--- src/rtl/boot_load_ctrl_pkg.sv ---
// ----------------------------------------------------------------------------
// boot_load_ctrl_pkg
//   Shared definitions for the boot loader: FSM state encoding, header length
//   and the header-length range check.
// ----------------------------------------------------------------------------
package boot_load_ctrl_pkg;

    // Loader states (2-bit encoding)
    typedef enum logic [1:0] {
        BOOT_HDR  = 2'd0,
        BOOT_LOAD = 2'd1,
        BOOT_RUN  = 2'd2,
        BOOT_ERR  = 2'd3
    } boot_state_e;

    // Number of bytes in the word-count header (and in every data word)
    localparam int BOOT_HDR_BYTES = 4;

    // True when a header word count N exceeds the memory depth 2**aw.
    // The compare is done on the full 32-bit N, widened to 33 bits so that
    // a depth of 2**32 would still be representable.
    function automatic logic hdr_too_long(input logic [31:0] n, input int unsigned aw);
        logic [32:0] depth;
        depth = 33'd1 << aw;
        return ({1'b0, n} > depth);
    endfunction

endpackage

--- src/rtl/boot_load_ctrl_byte_packer.sv ---
// ----------------------------------------------------------------------------
// byte_packer
//   Packs accepted bytes into little-endian 32-bit words. Byte k of a word
//   lands in bits [8k+7:8k]. word_valid is a one-cycle pulse in the cycle
//   the fourth byte is accepted; word carries the complete word in that cycle.
// Ports
//   clk        in   system clock
//   clear      in   synchronous clear of byte counter and assembly register
//                   (driven by system reset or reload); also masks in_valid
//   in_byte    in   byte to pack
//   in_valid   in   in_byte is accepted this cycle
//   word       out  packed word, meaningful while word_valid is high
//   word_valid out  one-cycle pulse on the fourth accepted byte
// ----------------------------------------------------------------------------
module byte_packer
    import boot_load_ctrl_pkg::*;
(
    input  logic        clk,
    input  logic        clear,
    input  logic [7:0]  in_byte,
    input  logic        in_valid,
    output logic [31:0] word,
    output logic        word_valid
);

    localparam logic [1:0] LAST_IDX = 2'(BOOT_HDR_BYTES - 1);

    logic [1:0]  byte_cnt_r;
    // Holds the first three bytes of a word; the fourth byte is taken
    // straight from the input so the word is complete in the same cycle.
    logic [23:0] asm_r;
    logic        take_s;

    assign take_s     = in_valid & ~clear;
    assign word_valid = take_s & (byte_cnt_r == LAST_IDX);
    assign word       = {in_byte, asm_r};

    // Byte counter (wraps 3->0) and shift-in assembly register
    always_ff @(posedge clk) begin
        if (clear) begin
            byte_cnt_r <= 2'd0;
            asm_r      <= 24'd0;
        end else if (take_s) begin
            byte_cnt_r <= byte_cnt_r + 2'd1;
            asm_r      <= {in_byte, asm_r[23:8]};
        end else begin
            byte_cnt_r <= byte_cnt_r;
            asm_r      <= asm_r;
        end
    end

endmodule

--- src/rtl/boot_load_ctrl.sv ---
// ----------------------------------------------------------------------------
// boot_load_ctrl
//   Boot sequencer for the RISC-V core. Parses a 4-byte little-endian word
//   count header from the host byte stream, writes the following N words to
//   instruction memory, and keeps the CPU in reset until the image is loaded.
// Ports
//   clk, reset     system clock, synchronous active-high reset
//   rx_data/valid  incoming byte stream; rx_ready accepts (from state only)
//   reload         one-cycle request to abort/restart and wait for a header
//   imem_we/addr/wdata  instruction memory write port (one pulse per word)
//   cpu_reset      CPU reset, released once the image is in place
//   load_busy      high while in HDR or LOAD
//   load_err       header word count exceeded memory depth
//   word_cnt       words written in the current load, held in RUN
// ----------------------------------------------------------------------------
module boot_load_ctrl
    import boot_load_ctrl_pkg::*;
#(
    parameter int IMEM_AW = 8
) (
    input  logic               clk,
    input  logic               reset,
    input  logic [7:0]         rx_data,
    input  logic               rx_valid,
    output logic               rx_ready,
    input  logic               reload,
    output logic               imem_we,
    output logic [IMEM_AW-1:0] imem_addr,
    output logic [31:0]        imem_wdata,
    output logic               cpu_reset,
    output logic               load_busy,
    output logic               load_err,
    output logic [IMEM_AW:0]   word_cnt
);

    boot_state_e        state_r;
    boot_state_e        next_state_s;
    logic [31:0]        n_r;
    logic [IMEM_AW-1:0] widx_r;
    logic [IMEM_AW:0]   word_cnt_r;
    logic               imem_we_r;
    logic [IMEM_AW-1:0] imem_addr_r;
    logic [31:0]        imem_wdata_r;
    logic               cpu_reset_r;
    logic               load_err_r;

    logic               accept_s;
    logic [31:0]        word_s;
    logic               word_valid_s;
    logic               write_now_s;
    logic               hdr_take_s;
    logic               last_written_s;

    assign rx_ready  = ((state_r == BOOT_HDR) || (state_r == BOOT_LOAD)) & ~reset;
    assign accept_s  = rx_valid & rx_ready;
    assign load_busy = (state_r == BOOT_HDR) || (state_r == BOOT_LOAD);

    // reload is folded into clear so a byte arriving with reload is dropped
    byte_packer u_packer (
        .clk        (clk),
        .clear      (reset | reload),
        .in_byte    (rx_data),
        .in_valid   (accept_s),
        .word       (word_s),
        .word_valid (word_valid_s)
    );

    assign write_now_s    = (state_r == BOOT_LOAD) & word_valid_s & ~reload;
    assign hdr_take_s     = (state_r == BOOT_HDR) & word_valid_s & ~reload;
    // word_cnt already includes the word being written while imem_we is high
    assign last_written_s = (32'(word_cnt_r) == n_r);

    // Next-state logic
    always_comb begin
        next_state_s = state_r;
        case (state_r)
            BOOT_HDR: begin
                if (reload) begin
                    next_state_s = BOOT_HDR;
                end else if (word_valid_s) begin
                    if (word_s == 32'd0) begin
                        next_state_s = BOOT_RUN;
                    end else if (hdr_too_long(word_s, IMEM_AW)) begin
                        next_state_s = BOOT_ERR;
                    end else begin
                        next_state_s = BOOT_LOAD;
                    end
                end else begin
                    next_state_s = BOOT_HDR;
                end
            end
            BOOT_LOAD: begin
                // Leave only after the final write pulse so cpu_reset drops
                // the cycle after it.
                if (reload) begin
                    next_state_s = BOOT_HDR;
                end else if (imem_we_r && last_written_s) begin
                    next_state_s = BOOT_RUN;
                end else begin
                    next_state_s = BOOT_LOAD;
                end
            end
            BOOT_RUN: begin
                if (reload) begin
                    next_state_s = BOOT_HDR;
                end else begin
                    next_state_s = BOOT_RUN;
                end
            end
            BOOT_ERR: begin
                if (reload) begin
                    next_state_s = BOOT_HDR;
                end else begin
                    next_state_s = BOOT_ERR;
                end
            end
            default: begin
                next_state_s = BOOT_HDR;
            end
        endcase
    end

    // State, header, word index and output registers
    always_ff @(posedge clk) begin
        if (reset) begin
            state_r      <= BOOT_HDR;
            n_r          <= 32'd0;
            widx_r       <= '0;
            word_cnt_r   <= '0;
            imem_we_r    <= 1'b0;
            imem_addr_r  <= '0;
            imem_wdata_r <= 32'd0;
            cpu_reset_r  <= 1'b1;
            load_err_r   <= 1'b0;
        end else begin
            state_r     <= next_state_s;
            imem_we_r   <= write_now_s;
            cpu_reset_r <= (next_state_s != BOOT_RUN);
            load_err_r  <= (next_state_s == BOOT_ERR);
            if (reload) begin
                widx_r     <= '0;
                word_cnt_r <= '0;
            end else if (hdr_take_s) begin
                n_r        <= word_s;
                widx_r     <= '0;
                word_cnt_r <= '0;
            end else if (write_now_s) begin
                imem_addr_r  <= widx_r;
                imem_wdata_r <= word_s;
                widx_r       <= widx_r + IMEM_AW'(1);
                word_cnt_r   <= word_cnt_r + (IMEM_AW + 1)'(1);
            end else begin
                widx_r     <= widx_r;
                word_cnt_r <= word_cnt_r;
            end
        end
    end

    assign imem_we    = imem_we_r;
    assign imem_addr  = imem_addr_r;
    assign imem_wdata = imem_wdata_r;
    assign cpu_reset  = cpu_reset_r;
    assign load_err   = load_err_r;
    assign word_cnt   = word_cnt_r;

endmodule

--- config.mk ---
export PLATFORM = sky130hd
export DESIGN_NAME = boot_load_ctrl
export DESIGN_NICKNAME = d
export VERILOG_FILES = /design/src/rtl/boot_load_ctrl_pkg.sv /design/src/rtl/boot_load_ctrl_byte_packer.sv /design/src/rtl/boot_load_ctrl.sv
export SDC_FILE = /design/constraint.sdc
export NUM_CORES = 1
export LEC_CHECK = 0
export BUFFER_PORTS_ARGS = -buffer_cell sky130_fd_sc_hd__buf_2
export CAP_MARGIN = 20
export CORE_UTILIZATION = 30
export DETAILED_ROUTE_END_ITERATION = 6
export GPL_TIMING_DRIVEN = 1
export PLACE_DENSITY = 0.59
export RECOVER_POWER = 50
export SYNTH_ARGS = -nofsm -noshare
export SYNTH_HDL_FRONTEND = slang
export SYNTH_SLANG_ARGS = --single-unit
--- constraint.sdc ---
create_clock -name clk -period 3.5 [get_ports clk]
set_input_delay 0.525 -clock clk [delete_from_list [all_inputs] [get_ports clk]]
set_output_delay 0.525 -clock clk [all_outputs]
set_load 0.01 [all_outputs]
==> reports/results.txt <==
status - complete, no violations
Root Driver - clkbuf_16
Flop pwr share - 42.8%
Max-slew headroom - 14.3%
FF+latch area - 2400 µm²
via count - 3974
clock network fraction of total power - 55.6%
initial antenna violation count - 0
final setup violation count - 0
gate count of the mapped netlist - 571
final max-slew violation count - 0
Seq/Total Area, Yosys - 52.1%
clk buf depth - 2
most common cell in the synthesized netlist - nand2_1
final worst slack - 751 ps
Synth top area share - 52.1%
Initial Util - 31.2%
Top FF cell, synth - dfxtp_1
unrepaired setup endpoints after global routing - no
hold crit path type - input pin to register
CP max FO - 45
DR vias/cell - 4.83
setup bufs post-CTS - 0
routed wire length - 11600 µm
most instantiated cells after synthesis - nand2_1, dfxtp_1, a21oi_1
FF+latch count, synth - 120
die width - 126 µm
maximum clock frequency - 364 MHz
hold_ws - 399 ps
area leader, netlist - dfxtp_1
core area - 14800 µm²
switching share of power - 19.8%
net switching power - 0.000635 W
chip height - 126 µm
largest net degree at the start of global routing - 46
Pint - 0.00257 W
# diodes - 0
share of layout cells above drive strength 1 - 8.29%
H-tree depth - 4
Setup crit end kind - register
first-pass GRT wire length - 19400 µm
DP HPWL - 7910 µm
Fin Setup TNS - 0 ps
TritonCTS buffer count - 17
fin crit share - 78.5%
Combinational Power Share - 1.7%
synth top area cells - dfxtp_1, nand2_1, a21oi_1
Avg WL per Cell - 14.1 µm
Hold Vio Cnt, Final - 0
routability-driven placement congestion ratio - 0.770
1st-pass router iterations - 4
peak supply drop - 0.000363 V
Setup WS pre-CTS - 842 ps
post-cts resize count - 0
CP required - 3820 ps
Residual DRC - 0
synthesis-to-layout area growth - 20.9%
Port Buf Inserts - 65
leakage power - 1.83 nW
Fillers - 1547
multi-input logic area - 2000 µm²
Final min period - 2750 ps
I/O pin cnt - 66
Nets - 641
Distinct cells, synth - 36
antenna-violating nets left - 0
# rows - 44
hold_buf cts - 0
Worst-path clk slew - 50 ps
P per Cell Area - 576 nW/µm²
Post-synth ARST share - 0%
EDFF count, synth - 0
gr usage total - 15.5%
CP Data Arrival Time - 3070 ps
Max Clock Skew - 7.86 ps
worst slew pin tran - 1290 ps
vias in the first global route - 3897
Clock Latency Late Sink - 410 ps
max-cap violations - 0
syn_area_per_cell - 8.07 µm²
Starting DRT DRC Count - 265
post-synthesis cell area - 4610 µm²
YS warnings - 0
Overflow after GRT - 0
DIE AREA - 15900 µm²
Mapped Nets - 586
CTS tree - done
WS Path Type - register to register
clk sink count - 120
startpoint types - register
[kinds of logic (layout without fill, tap and decap cells)]
| kind of cell | Yosys count | count (layout) | share of synthesized area, % |
|---|---|---|---|
| xor gates and xnor gates | 25 | 25 | 4.75 |
| DFF | 120 | 120 | 52.1 |
| AOI/OAI and AO/OA | 105 | 105 | 11.7 |
| adders and majority gates | 3 | 3 | 0.814 |
| and+or+nand+nor | 276 | 276 | 26.3 |
| buffers and inverters | 42 | 110 | 4.37 |
[power groups by stage]
| stage | Clock [W] | Combinational [W] | Sequential [W] |
|---|---|---|---|
| 2_1_floorplan | 0 | 0.0000346 | 0.00140 |
| 3_3_place_gp | 0 | 0.0000556 | 0.00140 |
| 3_5_place_dp | 0 | 0.0000567 | 0.00140 |
| 4_1_cts | 0.00182 | 0.0000570 | 0.00137 |
| 5_1_grt | 0.00188 | 0.0000593 | 0.00137 |
| 6_report | 0.00178 | 0.0000537 | 0.00137 |
[final cells by class]
| class | count | share of cell area, % |
|---|---|---|
| clock buffer | 25 | 8.89 |
| clock inverter | 7 | 2.07 |
| inverter | 5 | 0.337 |
| multi-input combinational | 409 | 35.9 |
| sequential | 120 | 43.1 |
| tap | 184 | 4.13 |
| timing repair buffer | 73 | 5.59 |
[routing by layer]
metal | share of wire [%] | GRT usage [%] | up-vias
li1 | - | - | 2002
met1 | 46 | 19.4 | 1880
met2 | 48 | 25.4 | 85
met3 | 4.4 | 4.46 | 7
met4 | 0.93 | 5.53 | 0
met5 | 0 | 0 | -
[registers in the layout (all words and copies together), names as in the netlist]
| signal | flops |
|---|---|
| imem_addr | 8 |
| state_r | 2 |
| imem_we | 1 |
| u_packer.byte_cnt_r | 2 |
| cpu_reset | 1 |
| load_err | 1 |
| imem_wdata | 32 |
| u_packer.asm_r | 24 |
| n_r | 32 |
| widx_r | 8 |
| word_cnt | 9 |
[per-stage QoR]
step	area (µm²)	util [%]	instances	total power (W)
6_report	5570	37.8	823	0.00321
5_1_grt	5570	37.8	823	0.00331
4_1_cts	5660	38.4	823	0.00324
3_5_place_dp	5050	34.2	791	0.00146
3_3_place_gp	5050	34.2	791	0.00146
2_1_floorplan	4610	-	571	0.00143
[critical path, stage by stage, from the launching register on]
cell and delay [ps]:
dfxtp_1 370, nor4b_1 500, nand3_2 110, buf_4 270, inv_1 740, buf_4 370
nand2_1 100, a21oi_1 150
[layout by cell type (no fill, tap or decap), drive strengths merged]
| cell type | Yosys | final |
|---|---|---|
| a22oi | 1 | 1 |
| bufinv | 0 | 3 |
| nand2b | 2 | 2 |
| or4 | 4 | 4 |
| clkinv | 0 | 2 |
| buf | 15 | 17 |
| nand4 | 13 | 13 |
| nor3 | 4 | 4 |
| o21a | 1 | 1 |
| ha | 3 | 3 |
| nand2 | 201 | 201 |
| dfxtp | 120 | 120 |
| nor4b | 3 | 3 |
| inv | 5 | 5 |
| o21ai | 2 | 2 |
| nor3b | 1 | 1 |
| or4b | 1 | 1 |
| clkinvlp | 0 | 2 |
| and3 | 3 | 3 |
| or2 | 1 | 1 |
| nor2b | 1 | 1 |
| nand3b | 1 | 1 |
| clkbuf | 22 | 81 |
| xor2 | 12 | 12 |
| or3b | 1 | 1 |
| a21oi | 100 | 100 |
| xnor2 | 13 | 13 |
| nor2 | 23 | 23 |
| o211ai | 1 | 1 |
| nand3 | 6 | 6 |
| nor4 | 11 | 11 |
[final timing paths]
kind                                      end             startpoint  cells after the start  slack [ps]
hold reg to reg          n_r[20]$_SDFFE_PP0P_   n_r[20]$_SDFFE_PP0P_                      2         450
setup / recovery  imem_wdata[11]$_SDFFE_PP0P_  state_r[1]$_SDFF_PP0_                      7         750
hold / removal    imem_wdata[30]$_SDFFE_PP0P_             rx_data[6]                      3         400
setup reg to reg  imem_wdata[11]$_SDFFE_PP0P_  state_r[1]$_SDFF_PP0_                      7         750
No activity file was read; power rests on OpenSTA's default activity.
